File: src/rtl/det_collect_pkg.sv
`default_nettype none
// +----------------------------------------------------------------------+
// | Package  : det_pkg                                                   |
// | Purpose  : Shared constants for the detection collector: frame size,  |
// |            default widths and the collector state encoding.          |
// | Revision : 1.0  initial release                                      |
// +----------------------------------------------------------------------+
package det_pkg;

  // Pixels per frame; the position index must cover 0..FRAME_SIZE-1.
  localparam int FRAME_SIZE = 4800;

  localparam int DEF_SUM_W = 16;
  localparam int DEF_POS_W = $clog2(FRAME_SIZE);

  // Collector state encoding (2-bit, legacy-compatible values).
  localparam logic [1:0] ST_IDLE    = 2'd0;
  localparam logic [1:0] ST_COLLECT = 2'd1;
  localparam logic [1:0] ST_DRAIN   = 2'd2;

endpackage : det_pkg
`default_nettype wire

File: src/rtl/det_collect_if.sv
`default_nettype none
// +----------------------------------------------------------------------+
// | Interface : det_collect_if                                           |
// | Purpose   : Score input, frame control and hit-list output bundle of |
// |             the detection collector.                                 |
// |             DET_COLLECT_MAX_EN adds the running-maximum outputs.     |
// | Revision  : 1.0  initial release                                     |
// +----------------------------------------------------------------------+
interface det_collect_if
  import det_pkg::*;
#(
  parameter int SUM_W = DEF_SUM_W,
  parameter int POS_W = DEF_POS_W,
  parameter int CNT_W = 8
) ();

  logic             iStart;
  logic             iSum_valid;
  logic [SUM_W-1:0] iSum;
  logic [POS_W-1:0] iPosition;
  logic [SUM_W-1:0] iThreshold;
  logic             iFrame_done;
  logic             oHit_valid;
  logic [POS_W-1:0] oHit_pos;
  logic             iHit_ready;
  logic [CNT_W-1:0] oHit_count;
  logic             oOverflow;
  logic             oBusy;
  logic             oDone;
`ifdef DET_COLLECT_MAX_EN
  logic [SUM_W-1:0] oMax_sum;
  logic [POS_W-1:0] oMax_pos;
`endif

  // Producer side: drives scores/control, consumes hits.
  modport master (
    output iStart, iSum_valid, iSum, iPosition, iThreshold, iFrame_done, iHit_ready,
`ifdef DET_COLLECT_MAX_EN
    input  oMax_sum, oMax_pos,
`endif
    input  oHit_valid, oHit_pos, oHit_count, oOverflow, oBusy, oDone
  );

  // Collector side.
  modport slave (
    input  iStart, iSum_valid, iSum, iPosition, iThreshold, iFrame_done, iHit_ready,
`ifdef DET_COLLECT_MAX_EN
    output oMax_sum, oMax_pos,
`endif
    output oHit_valid, oHit_pos, oHit_count, oOverflow, oBusy, oDone
  );

endinterface : det_collect_if
`default_nettype wire

File: src/rtl/det_collect_hit_fifo.sv
`default_nettype none
// +----------------------------------------------------------------------+
// | Module   : det_hit_fifo                                              |
// | Purpose  : Synchronous first-word-fall-through FIFO with registered  |
// |            storage, synchronous clear and async active-low reset.    |
// |            Pointers carry one extra wrap bit for full/empty.         |
// | Revision : 1.0  initial release                                      |
// +----------------------------------------------------------------------+
module det_hit_fifo
  import det_pkg::*;
#(
  parameter int WIDTH = DEF_POS_W,
  parameter int DEPTH = 16
) (
  input  wire logic             iClk,
  input  wire logic             iReset_n,
  input  wire logic             iClr,
  input  wire logic             iPush,
  input  wire logic [WIDTH-1:0] iData,
  input  wire logic             iPop,
  output logic                  oFull,
  output logic                  oEmpty,
  output logic [WIDTH-1:0]      oHead
);

  localparam int AW = $clog2(DEPTH);

  logic [AW:0]      r_wr_ptr;
  logic [AW:0]      r_rd_ptr;
  logic [WIDTH-1:0] r_mem [DEPTH];
  logic             w_do_push;
  logic             w_do_pop;

  assign oEmpty    = (r_wr_ptr == r_rd_ptr);
  assign oFull     = (r_wr_ptr[AW] != r_rd_ptr[AW]) &&
                     (r_wr_ptr[AW-1:0] == r_rd_ptr[AW-1:0]);
  assign w_do_push = iPush & ~oFull;
  assign w_do_pop  = iPop & ~oEmpty;
  assign oHead     = r_mem[r_rd_ptr[AW-1:0]];

  // Pointer update; the extra MSB wraps naturally modulo 2*DEPTH.
  always_ff @(posedge iClk or negedge iReset_n) begin
    if (!iReset_n) begin
      r_wr_ptr <= '0;
      r_rd_ptr <= '0;
    end else if (iClr) begin
      r_wr_ptr <= '0;
      r_rd_ptr <= '0;
    end else begin
      if (w_do_push) r_wr_ptr <= r_wr_ptr + 1'b1;
      if (w_do_pop)  r_rd_ptr <= r_rd_ptr + 1'b1;
    end
  end

  // Storage write; reset to zero so the head reads 0 after reset.
  always_ff @(posedge iClk or negedge iReset_n) begin
    if (!iReset_n) begin
      for (int i = 0; i < DEPTH; i++) r_mem[i] <= '0;
    end else if (w_do_push) begin
      r_mem[r_wr_ptr[AW-1:0]] <= iData;
    end
  end

endmodule : det_hit_fifo
`default_nettype wire

File: src/rtl/det_collect.sv
`default_nettype none
// +----------------------------------------------------------------------+
// | Module   : det_collect                                               |
// | Purpose  : Compares window scores to a threshold, buffers hit        |
// |            positions, and drains them by valid/ready after frame end.|
// |            Counts hits (saturating) and flags dropped hits.          |
// |            Optional macro DET_COLLECT_MAX_EN adds a max-score tracker.|
// | Revision : 1.0  initial release                                      |
// +----------------------------------------------------------------------+
module det_collect
  import det_pkg::*;
#(
  parameter int SUM_W = DEF_SUM_W,
  parameter int POS_W = DEF_POS_W,
  parameter int DEPTH = 16,
  parameter int CNT_W = 8
) (
  input  wire logic     iClk,
  input  wire logic     iReset_n,
  det_collect_if.slave  bus
);

  logic [1:0]       r_state;
  logic [1:0]       w_state_nxt;
  logic             w_in_idle;
  logic             w_in_collect;
  logic             w_in_drain;
  logic             w_start;
  logic             w_hit;
  logic             w_push;
  logic             w_pop;
  logic             w_full;
  logic             w_empty;
  logic [POS_W-1:0] w_head;
  logic [CNT_W-1:0] r_hit_count;
  logic             r_overflow;

  assign w_in_idle    = (r_state == ST_IDLE);
  assign w_in_collect = (r_state == ST_COLLECT);
  assign w_in_drain   = (r_state == ST_DRAIN);

  // Start is only honoured from IDLE; mid-frame pulses are ignored.
  assign w_start = w_in_idle & bus.iStart;
  assign w_hit   = w_in_collect & bus.iSum_valid & (bus.iSum >= bus.iThreshold);
  assign w_push  = w_hit & ~w_full;
  assign w_pop   = w_in_drain & ~w_empty & bus.iHit_ready;

  det_hit_fifo #(
    .WIDTH (POS_W),
    .DEPTH (DEPTH)
  ) u_fifo (
    .iClk     (iClk),
    .iReset_n (iReset_n),
    .iClr     (w_start),
    .iPush    (w_push),
    .iData    (bus.iPosition),
    .iPop     (w_pop),
    .oFull    (w_full),
    .oEmpty   (w_empty),
    .oHead    (w_head)
  );

  // Next-state selection for the IDLE -> COLLECT -> DRAIN cycle.
  always_comb begin
    w_state_nxt = r_state;
    case (r_state)
      ST_IDLE:    if (bus.iStart)      w_state_nxt = ST_COLLECT;
      ST_COLLECT: if (bus.iFrame_done) w_state_nxt = ST_DRAIN;
      ST_DRAIN:   if (w_empty)         w_state_nxt = ST_IDLE;
      default:                         w_state_nxt = ST_IDLE;
    endcase
  end

  // State register.
  always_ff @(posedge iClk or negedge iReset_n) begin
    if (!iReset_n) r_state <= ST_IDLE;
    else           r_state <= w_state_nxt;
  end

  // Saturating per-frame hit counter; every hit counts, pushed or dropped.
  always_ff @(posedge iClk or negedge iReset_n) begin
    if (!iReset_n)                          r_hit_count <= '0;
    else if (w_start)                       r_hit_count <= '0;
    else if (w_hit && (r_hit_count != '1))  r_hit_count <= r_hit_count + 1'b1;
  end

  // Sticky overflow: a hit arrived while the FIFO was full.
  always_ff @(posedge iClk or negedge iReset_n) begin
    if (!iReset_n)            r_overflow <= 1'b0;
    else if (w_start)         r_overflow <= 1'b0;
    else if (w_hit && w_full) r_overflow <= 1'b1;
  end

  assign bus.oHit_valid = w_in_drain & ~w_empty;
  assign bus.oHit_pos   = bus.oHit_valid ? w_head : '0;
  assign bus.oDone      = w_in_drain & w_empty;
  assign bus.oBusy      = ~w_in_idle;
  assign bus.oHit_count = r_hit_count;
  assign bus.oOverflow  = r_overflow;

`ifdef DET_COLLECT_MAX_EN
  logic [SUM_W-1:0] r_max_sum;
  logic [POS_W-1:0] r_max_pos;

  // Running maximum over all valid scores; strict compare keeps the first tie.
  always_ff @(posedge iClk or negedge iReset_n) begin
    if (!iReset_n) begin
      r_max_sum <= '0;
      r_max_pos <= '0;
    end else if (w_start) begin
      r_max_sum <= '0;
      r_max_pos <= '0;
    end else if (w_in_collect && bus.iSum_valid && (bus.iSum > r_max_sum)) begin
      r_max_sum <= bus.iSum;
      r_max_pos <= bus.iPosition;
    end
  end

  assign bus.oMax_sum = r_max_sum;
  assign bus.oMax_pos = r_max_pos;
`endif

endmodule : det_collect
`default_nettype wire
File: src/flat_wrapper.sv
// flat-port wrapper written by rule: the top's interface ports become plain ports
module det_collect_flat import det_pkg::*;
#(
  parameter int SUM_W = DEF_SUM_W,
  parameter int POS_W = DEF_POS_W,
  parameter int DEPTH = 16,
  parameter int CNT_W = 8
)
  (iClk, iReset_n, bus_iStart, bus_iSum_valid, bus_iSum, bus_iPosition, bus_iThreshold, bus_iFrame_done, bus_iHit_ready, bus_oHit_valid, bus_oHit_pos, bus_oHit_count, bus_oOverflow, bus_oBusy, bus_oDone);
  det_collect_if #(.SUM_W(SUM_W), .POS_W(POS_W), .CNT_W(CNT_W)) bus_i ();
  input  wire logic iClk;
  input  wire logic iReset_n;
  input wire logic [$bits(bus_i.iStart)-1:0] bus_iStart;
  input wire logic [$bits(bus_i.iSum_valid)-1:0] bus_iSum_valid;
  input wire logic [$bits(bus_i.iSum)-1:0] bus_iSum;
  input wire logic [$bits(bus_i.iPosition)-1:0] bus_iPosition;
  input wire logic [$bits(bus_i.iThreshold)-1:0] bus_iThreshold;
  input wire logic [$bits(bus_i.iFrame_done)-1:0] bus_iFrame_done;
  input wire logic [$bits(bus_i.iHit_ready)-1:0] bus_iHit_ready;
  output wire logic [$bits(bus_i.oHit_valid)-1:0] bus_oHit_valid;
  output wire logic [$bits(bus_i.oHit_pos)-1:0] bus_oHit_pos;
  output wire logic [$bits(bus_i.oHit_count)-1:0] bus_oHit_count;
  output wire logic [$bits(bus_i.oOverflow)-1:0] bus_oOverflow;
  output wire logic [$bits(bus_i.oBusy)-1:0] bus_oBusy;
  output wire logic [$bits(bus_i.oDone)-1:0] bus_oDone;
  assign bus_i.iStart = bus_iStart;
  assign bus_i.iSum_valid = bus_iSum_valid;
  assign bus_i.iSum = bus_iSum;
  assign bus_i.iPosition = bus_iPosition;
  assign bus_i.iThreshold = bus_iThreshold;
  assign bus_i.iFrame_done = bus_iFrame_done;
  assign bus_i.iHit_ready = bus_iHit_ready;
  assign bus_oHit_valid = bus_i.oHit_valid;
  assign bus_oHit_pos = bus_i.oHit_pos;
  assign bus_oHit_count = bus_i.oHit_count;
  assign bus_oOverflow = bus_i.oOverflow;
  assign bus_oBusy = bus_i.oBusy;
  assign bus_oDone = bus_i.oDone;
  det_collect #(.SUM_W(SUM_W), .POS_W(POS_W), .DEPTH(DEPTH), .CNT_W(CNT_W)) u_core (.iClk(iClk), .iReset_n(iReset_n), .bus(bus_i));
endmodule
File: config.mk
export PLATFORM = sky130hd
export DESIGN_NAME = det_collect_flat
export DESIGN_NICKNAME = d
export VERILOG_FILES = /design/src/rtl/det_collect_pkg.sv /design/src/rtl/det_collect_if.sv /design/src/rtl/det_collect_hit_fifo.sv /design/src/rtl/det_collect.sv /design/src/flat_wrapper.sv
export SDC_FILE = /design/constraint.sdc
export NUM_CORES = 1
export LEC_CHECK = 0
export CAP_MARGIN = 0
export CORE_UTILIZATION = 50
export DETAILED_ROUTE_END_ITERATION = 7
export GPL_ROUTABILITY_DRIVEN = 0
export GPL_TIMING_DRIVEN = 0
export PLACE_DENSITY_LB_ADDON = 0.05
export RECOVER_POWER = 100
export SLEW_MARGIN = 20
export SYNTH_ARGS = -nofsm -noshare
export SYNTH_HDL_FRONTEND = slang
export SYNTH_SLANG_ARGS = --single-unit
export TNS_END_PERCENT = 5
File: constraint.sdc
create_clock -name iClk -period 4.35 [get_ports iClk]
set_input_delay 1.0875 -clock iClk [delete_from_list [all_inputs] [get_ports iClk]]
set_output_delay 1.0875 -clock iClk [all_outputs]
set_load 0.02 [all_outputs]
==> impl_metrics.env, run 1 <==
export IMPL_outcome="complete, but fails checks"
export IMPL_failing_checks="capacitance limit, slew limit"
export IMPL_synthTopCellsByArea="dfrtp_1 (51%), mux2_2 (21%), mux4_2 (13%)"
export IMPL_placed_instances=1099
export IMPL_cellInternalPower_mw=4.25
export IMPL_layout_setup_ws_ns=0.0831
export IMPL_vias=6707
export IMPL_drt_pre_antenna_iters=4
export IMPL_peakVddDrop_mv=0.277
export IMPL_cp_required_ns=3.26
export IMPL_holdCritPathClass="reg2reg"
export IMPL_synth_cell_type_count=49
export IMPL_initial_utilization=0.511
export IMPL_post_route_cells_drive_above_1_share=0.407
export IMPL_die_h_um=152
export IMPL_cap_violations=1
export IMPL_p_per_area_nw_per_um2=454
export IMPL_clock_skew_final_ns=0.0116
export IMPL_synth_xor_area_share=0.00548
export IMPL_timing_worst_slew_pin_value_ns=1.70
export IMPL_viasPerCell=5.89
export IMPL_fp_row_count=54
export IMPL_synth_main_ff_cell="dfrtp_1"
export IMPL_synth_top_family_by_area="multiplexers"
export IMPL_drt_wl_total_um=25600
export IMPL_async_flop_share=1.00
export IMPL_netSwitchingPower_mw=1.62
export IMPL_ys_ff_latch=229
export IMPL_area_growth_synth_to_final_pct=15.5
export IMPL_post_synth_adder_cell_area=0.0246
export IMPL_hold_viol_final=0
export IMPL_drt_wirelength_per_cell_um=22.5
export IMPL_cts_root_buf="clkbuf_16"
export IMPL_floorplan_die_area_um2=23000
export IMPL_setup_worst_path_class="reg2out"
export IMPL_maximum_number_of_pins_on_one_net_before_global_route_repair=107
export IMPL_reg2reg_depth=9
export IMPL_period_needed_ns=4.27
export IMPL_global_route_usage_total=0.235
export IMPL_cell_type_contributing_the_most_total_cell_area_after_synthesis="dfrtp_1"
export IMPL_synth_avg_cell_area_um2=15.1
export IMPL_final_min_period_over_clock_period=0.981
export IMPL_p_sw_frac=0.276
export IMPL_design_portCount=76
export IMPL_worst_setup_hold_path_clk_slew_ns=0.06
export IMPL_antenna_violations_before_repair=2
export IMPL_cts_htree_levels=1
export IMPL_seq_area_frac_synth=0.512
export IMPL_finalHoldWorstSlack_ns=0.497
export IMPL_tritoncts="built"
export IMPL_clock_fmax_ghz=0.234
export IMPL_synthesis_yosys_warnings=0
export IMPL_share_of_the_synthesized_area_in_compound_gates_ao_oa_aoi_oai=0.0235
export IMPL_slew_limit_headroom=-0.135
export IMPL_cts_root_to_sink_buffers=3
export IMPL_syn_instance_count=742
export IMPL_number_of_clock_sinks_seen_by_cts=229
export IMPL_via_count_of_the_first_global_routing_pass=7068
export IMPL_clk_latency_ns=0.52
export IMPL_comb_power_share=0.239
export IMPL_critPathLaunchType="flip-flop"
export IMPL_nNetsFinal=918
export IMPL_postCtsHoldBufs=0
export IMPL_number_of_cells_on_the_worst_hold_path=1
export IMPL_critical_path_arrival_ns=3.18
export IMPL_layout_cells_non_filler=1139
export IMPL_fraction_of_the_mapped_netlist_area_in_simple_logic_gates=0.0564
export IMPL_portBuffers=75
export IMPL_postSynthNetCount=815
export IMPL_power_static_leakage_nw=6.16
export IMPL_dpl_cell_area_um2=12300
export IMPL_pre_cts_slack_ns=-0.202
export IMPL_rsz0062_at_grt="true"
export IMPL_p_seq_frac=0.430
export IMPL_cp_end_kind="output port"
export IMPL_final_antenna_net_count=0
export IMPL_detailedRoute_firstIterationViolations=291
export IMPL_final_design_area_no_fill_um2=12900
export IMPL_core_area_um2=21900
export IMPL_power_share_clock=0.331
export IMPL_synth_area_mux_share=0.344
export IMPL_place_hpwl_um=18400
export IMPL_setup_violators_final=0
export IMPL_die_width_um=152
export IMPL_top_fanout_value_on_the_critical_path=10
export IMPL_synth_largest_type_area_fraction=0.512
export IMPL_synth_edf_count=0
export IMPL_timing_max_transition_violations_final=32
export IMPL_numCtsBuffers=25
export IMPL_global_route_overflow_total=0
export IMPL_wire_length_of_the_first_global_routing_pass_um=40200
export IMPL_post_synthesis_instance_area_um2=11200
export IMPL_drt_drc_violations_left=0
timing repair:
item / CTS / global route
setup endpoints to repair: 14 / 10
setup buffers: 0 / 0
gates resized for setup: 35 / 5
synthesized netlist by cell type (2+ instances only):
library cell  number
or4_1              2
buf_6              9
and3b_1            2
and3_1             5
mux4_2            65
buf_2             12
or3_1              2
nor2b_1            2
nor3b_1            2
nand4_1            5
a31oi_1            2
nand2_1           13
xor2_1             6
ha_1              22
o211ai_1           3
o21ai_0            5
a31o_2             3
buf_1              6
dfrtp_1          229
o31ai_1            6
mux2i_1            2
nand2b_1           6
nand3_4            9
mux2_2           209
nor3_1             4
clkbuf_1          24
and2_1            14
nor2_1            12
nand3_1           13
a21oi_1            9
inv_1             21
flip-flops by register name, summed over array words and instances, names as in the netlist:
name and flops:
u_core.bus.oHit_count 8, u_core.u_fifo.r_rd_ptr 5, u_core.u_fifo.r_mem 208, u_core.u_fifo.r_wr_ptr 5, u_core.r_state 2, u_core.bus.oOverflow 1
through the flow:
stage | utilization | setup TNS [ns] | total power [mW]
final | 0.590 | 0 | 5.86
after global routing | 0.590 | -0.0961 | 6.14
after CTS | 0.600 | 0 | 5.96
after detailed placement | 0.564 | -1.52 | 3.97
after global placement | 0.561 | -1583.49 | 3.91
after floorplan | - | 0 | 3.48
final timing paths:
kind	startpoint	endpoint	slack, ns
worst max-delay path	u_core.u_fifo.r_rd_ptr[1]	bus_oHit_pos[6]	0.08
worst min-delay path	u_core.u_fifo.r_mem[171]	u_core.u_fifo.r_mem[171]	0.50
worst max register to register	u_core.u_fifo.r_rd_ptr[1]	u_core.u_fifo.r_mem[105]	1.33
worst min register to register	u_core.u_fifo.r_mem[171]	u_core.u_fifo.r_mem[171]	0.50
max in group asynchronous	iReset_n	u_core.u_fifo.r_mem[125]	0.81
min in group asynchronous	iReset_n	u_core.r_state[1]	1.02
placed cells by master, fill, tap and decap left out, types with 3 or more instances in the layout:
master	netlist	layout
a21oi_1	9	8
a31o_2	3	3
and2_1	14	12
and3_1	5	5
buf_2	12	4
buf_6	9	4
clkbuf_1	24	26
clkbuf_16	0	25
clkbuf_2	0	20
clkbuf_8	0	5
clkdlybuf4s50_1	0	60
clkinv_2	0	3
dfrtp_1	229	229
dlygate4sd3_1	0	14
ha_1	22	22
inv_1	21	21
mux2_2	209	209
mux4_2	65	65
nand2_1	13	13
nand2b_1	6	6
nand3_1	13	22
nand4_1	5	5
nor2_1	12	12
nor3_1	4	4
o211ai_1	3	3
o21ai_0	5	5
o31ai_1	6	6
xor2_1	6	6
per-layer routing:
metal / share of wire / up-vias / global-route usage / wire length, µm
met1: 0.46 / 3551 / 0.338 / 11800
met3: 0.045 / 39 / 0.0356 / 1160
met4: 0.022 / 0 / 0.0579 / 560
li1: - / 2974 / - / -
met5: 0 / - / 0 / 0
met2: 0.47 / 143 / 0.374 / 12100
cells by family after synthesis:
family,count (synthesis)
muxes,277
DFF,229
and+or+nand+nor,95
buffers and inverters,74
AOI/OAI and AO/OA,38
adders and majority gates,22
xor gates and xnor gates,7
critical path, stage by stage (launching register included):
cell	delay [ns]
dfrtp_1	0.36
buf_2	0.29
clkbuf_2	0.37
mux4_2	0.43
mux4_2	0.51
and2_1	0.18
clkdlybuf4s50_1	0.53
cell type report:
| type | count | area (µm²) |
|---|---|---|
| Sequential cell | 229 | 5730 |
| Buffer | 52 | 278 |
| Clock inverter | 4 | 23.8 |
| Clock buffer | 36 | 717 |
| Antenna cell | 1 | 2.50 |
| Timing Repair Buffer | 77 | 772 |
| Tap cell | 280 | 350 |
| Fill cell | 1752 | 8970 |
| Multi-Input combinational cell | 439 | 4970 |
| Inverter | 21 | 78.8 |
power by group through the flow:
| stage | Sequential [mW] | Clock, mW | Combinational, mW |
|---|---|---|---|
| 6_report | 2.52 | 1.94 | 1.40 |
| 5_1_grt | 2.55 | 2.08 | 1.52 |
| 4_1_cts | 2.52 | 1.99 | 1.45 |
| 3_5_place_dp | 2.55 | 0 | 1.41 |
| 3_3_place_gp | 2.53 | 0 | 1.37 |
| 2_1_floorplan | 2.51 | 0 | 0.968 |
Note: power is estimated with default switching activity, not from simulation.
==> inputs of run 2 (changes only) <==
HOLD_SLACK_MARGIN = 0.05   (was not set)
==> results of run 2 <==
Same layout as run 1: the final DEF is identical, and so are final timing and power.
==> inputs of run 3 (changes only) <==
CAP_MARGIN = 20   (was 0)
CORE_MARGIN = 4   (was not set)
==> impl_metrics.env, run 3 (synthesized netlist as in run 1, its figures left out) <==
export IMPL_cp_cell_sequence="buf_2 -> buf_2 -> mux4_2 -> mux4_2 -> and2_1 -> clkdlybuf4s50_1"
export IMPL_final_cell_mix="dfrtp_1 (229), mux2_2 (209), mux4_2 (65)"
export IMPL_post_route_cells_drive_above_1_share=0.423
export IMPL_power_static_leakage_nw=6.24
export IMPL_cp_required_ns=3.26
export IMPL_comb_power_share=0.234
export IMPL_antenna_diode_count=0
export IMPL_critical_path_arrival_ns=3.17
export IMPL_multi_input_comb_area_um2=5080
export IMPL_slew_limit_headroom=-0.732
export IMPL_via_count_of_the_first_global_routing_pass=7353
export IMPL_drt_wirelength_per_cell_um=22.3
export IMPL_p_per_area_nw_per_um2=464
export IMPL_clock_fmax_ghz=0.235
export IMPL_place_hpwl_um=18700
export IMPL_layout_commonest_cell="dfrtp_1"
export IMPL_rsz0062_at_grt="true"
export IMPL_final_antenna_net_count=0
export IMPL_detailedRoute_firstIterationViolations=352
export IMPL_floorplan_die_area_um2=24800
export IMPL_cts_htree_levels=1
export IMPL_die_h_um=158
export IMPL_cp_delay_by_family_top="buffers and inverters"
export IMPL_area_growth_synth_to_final_pct=17.9
export IMPL_cts_setup_buffers=0
export IMPL_design_portCount=76
export IMPL_setup_worst_path_class="reg2out"
export IMPL_number_of_cells_on_the_worst_hold_path=1
export IMPL_cp_slowest_cell="clkdlybuf4s50_1"
export IMPL_global_route_overflow_total=0
export IMPL_worst_setup_hold_path_clk_slew_ns=0.06
export IMPL_nNetsFinal=919
export IMPL_post_layout_total_power_mw=6.12
export IMPL_timing_worst_slew_pin_value_ns=2.60
export IMPL_cap_violations=1
export IMPL_tritoncts="built"
export IMPL_final_core_util=0.602
export IMPL_critical_path_n_buffers_inverters=3
export IMPL_die_width_um=158
export IMPL_wire_length_of_the_first_global_routing_pass_um=41200
export IMPL_netSwitchingPower_mw=1.65
export IMPL_clk_latency_ns=0.52
export IMPL_drt_pre_antenna_iters=4
export IMPL_portBuffers=75
export IMPL_min_delay_worst_endpoint="u_core.u_fifo.r_mem[124]"
export IMPL_hp_start="u_core.u_fifo.r_mem[124]"
export IMPL_fp_row_count=54
export IMPL_p_sw_frac=0.270
export IMPL_critical_path_reg2reg_startpoint="u_core.u_fifo.r_rd_ptr[1]"
export IMPL_holdCritPathClass="reg2reg"
export IMPL_cts_root_buf="clkbuf_16"
export IMPL_setup_violators_final=0
export IMPL_drt_wl_total_um=25500
export IMPL_number_of_clock_sinks_seen_by_cts=229
export IMPL_hold_viol_final=0
export IMPL_failing_checks="capacitance limit, slew limit"
export IMPL_viasPerCell=5.89
export IMPL_peakVddDrop_mv=0.345
export IMPL_maximum_number_of_pins_on_one_net_before_global_route_repair=111
export IMPL_cp_slowest_stage_delay_ns=0.53
export IMPL_timing_max_transition_violations_final=45
export IMPL_numCtsBuffers=26
export IMPL_p_seq_frac=0.412
export IMPL_largest_register_ffs=208
export IMPL_top_fanout_value_on_the_critical_path=10
export IMPL_reg2reg_depth=8
export IMPL_outcome="complete, but fails checks"
export IMPL_period_needed_ns=4.26
export IMPL_critical_path_reg2reg_endpoint="u_core.u_fifo.r_mem[150]"
export IMPL_global_route_usage_total=0.214
export IMPL_final_fill_count=1747
export IMPL_top_register="u_core.u_fifo.r_mem"
export IMPL_critPathLaunchType="flip-flop"
export IMPL_vias=6721
export IMPL_final_min_period_over_clock_period=0.979
export IMPL_cp_end_kind="output port"
export IMPL_drt_drc_violations_left=0
export IMPL_core_area_um2=21900
export IMPL_worst_r2r_setup_slack_ns=1.25
export IMPL_cellInternalPower_mw=4.47
export IMPL_cts_root_to_sink_buffers=3
export IMPL_power_share_clock=0.355
export IMPL_initial_utilization=0.511
export IMPL_antenna_violations_before_repair=0
export IMPL_sequential_cell_area_um2=5730
export IMPL_clock_skew_final_ns=0.0101
[run 3: cell types whose count changed in the layout (fill, tap and decap cells not counted), moves of 3 or more]
cell	before	now
clkbuf_2	20	10
nand3_1	22	13
nand3_4	0	9
buf_6	4	9
clkbuf_4	2	6
buf_2	4	7
[run 3: worst max-delay path by stage]
stage / from / to / slack, ns / depth (start not counted)
after global routing: u_core.u_fifo.r_rd_ptr[1] / bus_oHit_pos[11] / -0.006 / 6
after global placement: iReset_n / u_core.u_fifo.r_mem[126] / -6.79 / 1
final: u_core.u_fifo.r_rd_ptr[1] / bus_oHit_pos[6] / 0.09 / 6
after detailed placement: u_core.u_fifo.r_rd_ptr[0] / bus_oHit_pos[2] / -0.12 / 6
after floorplan: bus_iThreshold[15] / u_core.u_fifo.r_wr_ptr[2] / 0.93 / 10
after CTS: u_core.u_fifo.r_rd_ptr[0] / bus_oHit_pos[10] / 0.009 / 6
[run 3: power by group through the flow]
stage	clock [mW]	combinational (mW)	sequential (mW)
3_3_place_gp	0	1.37	2.53
3_5_place_dp	0	1.42	2.56
5_1_grt	2.31	1.56	2.55
4_1_cts	2.22	1.45	2.52
6_report	2.17	1.43	2.52
2_1_floorplan	0	0.968	2.51
[run 3: worst register-to-register path: cells and delay by family, from the launching register on]
kind	cells	cell delay, ns
AOI/OAI and AO/OA	2	0.42
and+or+nand+nor	2	0.77
DFF	1	0.38
muxes	1	0.42
xor gates and xnor gates	1	0.21
buffers and inverters	2	0.79
[run 3: timing repair]
| action | CTS | global route |
|---|---|---|
| hold buffers | 0 | 0 |
| resized for setup | 35 | 9 |
| setup endpoints to repair | 14 | 13 |
[run 3: area by class of cell]
cell class / count / share of cell area
sequential: 229 / 0.435
multi-input combinational: 439 / 0.385
timing repair buffer: 77 / 0.0594
clock buffer: 37 / 0.0586
tap: 280 / 0.0266
buffer: 52 / 0.0232
clock inverter: 6 / 0.00607
inverter: 21 / 0.00598
[run 3: through the flow]
stage | setup WS, ns | instance area [µm²] | cells | hold WS [ns] | TNS, ns
final | 0.0929 | 13200 | 1141 | 0.499 | 0
after global routing | -0.00562 | 13200 | 1141 | 0.511 | -0.00562
after CTS | 0.00911 | 13200 | 1141 | 0.463 | 0
after detailed placement | -0.121 | 12300 | 1099 | 0.488 | -1.46
after global placement | -6.79 | 12300 | 1097 | 0.472 | -1551.01
after floorplan | 0.925 | 11200 | 742 | 0.458 | 0
[run 3: routing by layer]
layer | wire length (µm) | GRT usage | vias up | part of all wire
met5 | 0 | 0 | - | 0
met4 | 428 | 0.0397 | 0 | 0.017
met3 | 1260 | 0.0322 | 30 | 0.050
met2 | 12100 | 0.345 | 148 | 0.47
met1 | 11700 | 0.316 | 3556 | 0.46
li1 | - | - | 2987 | -
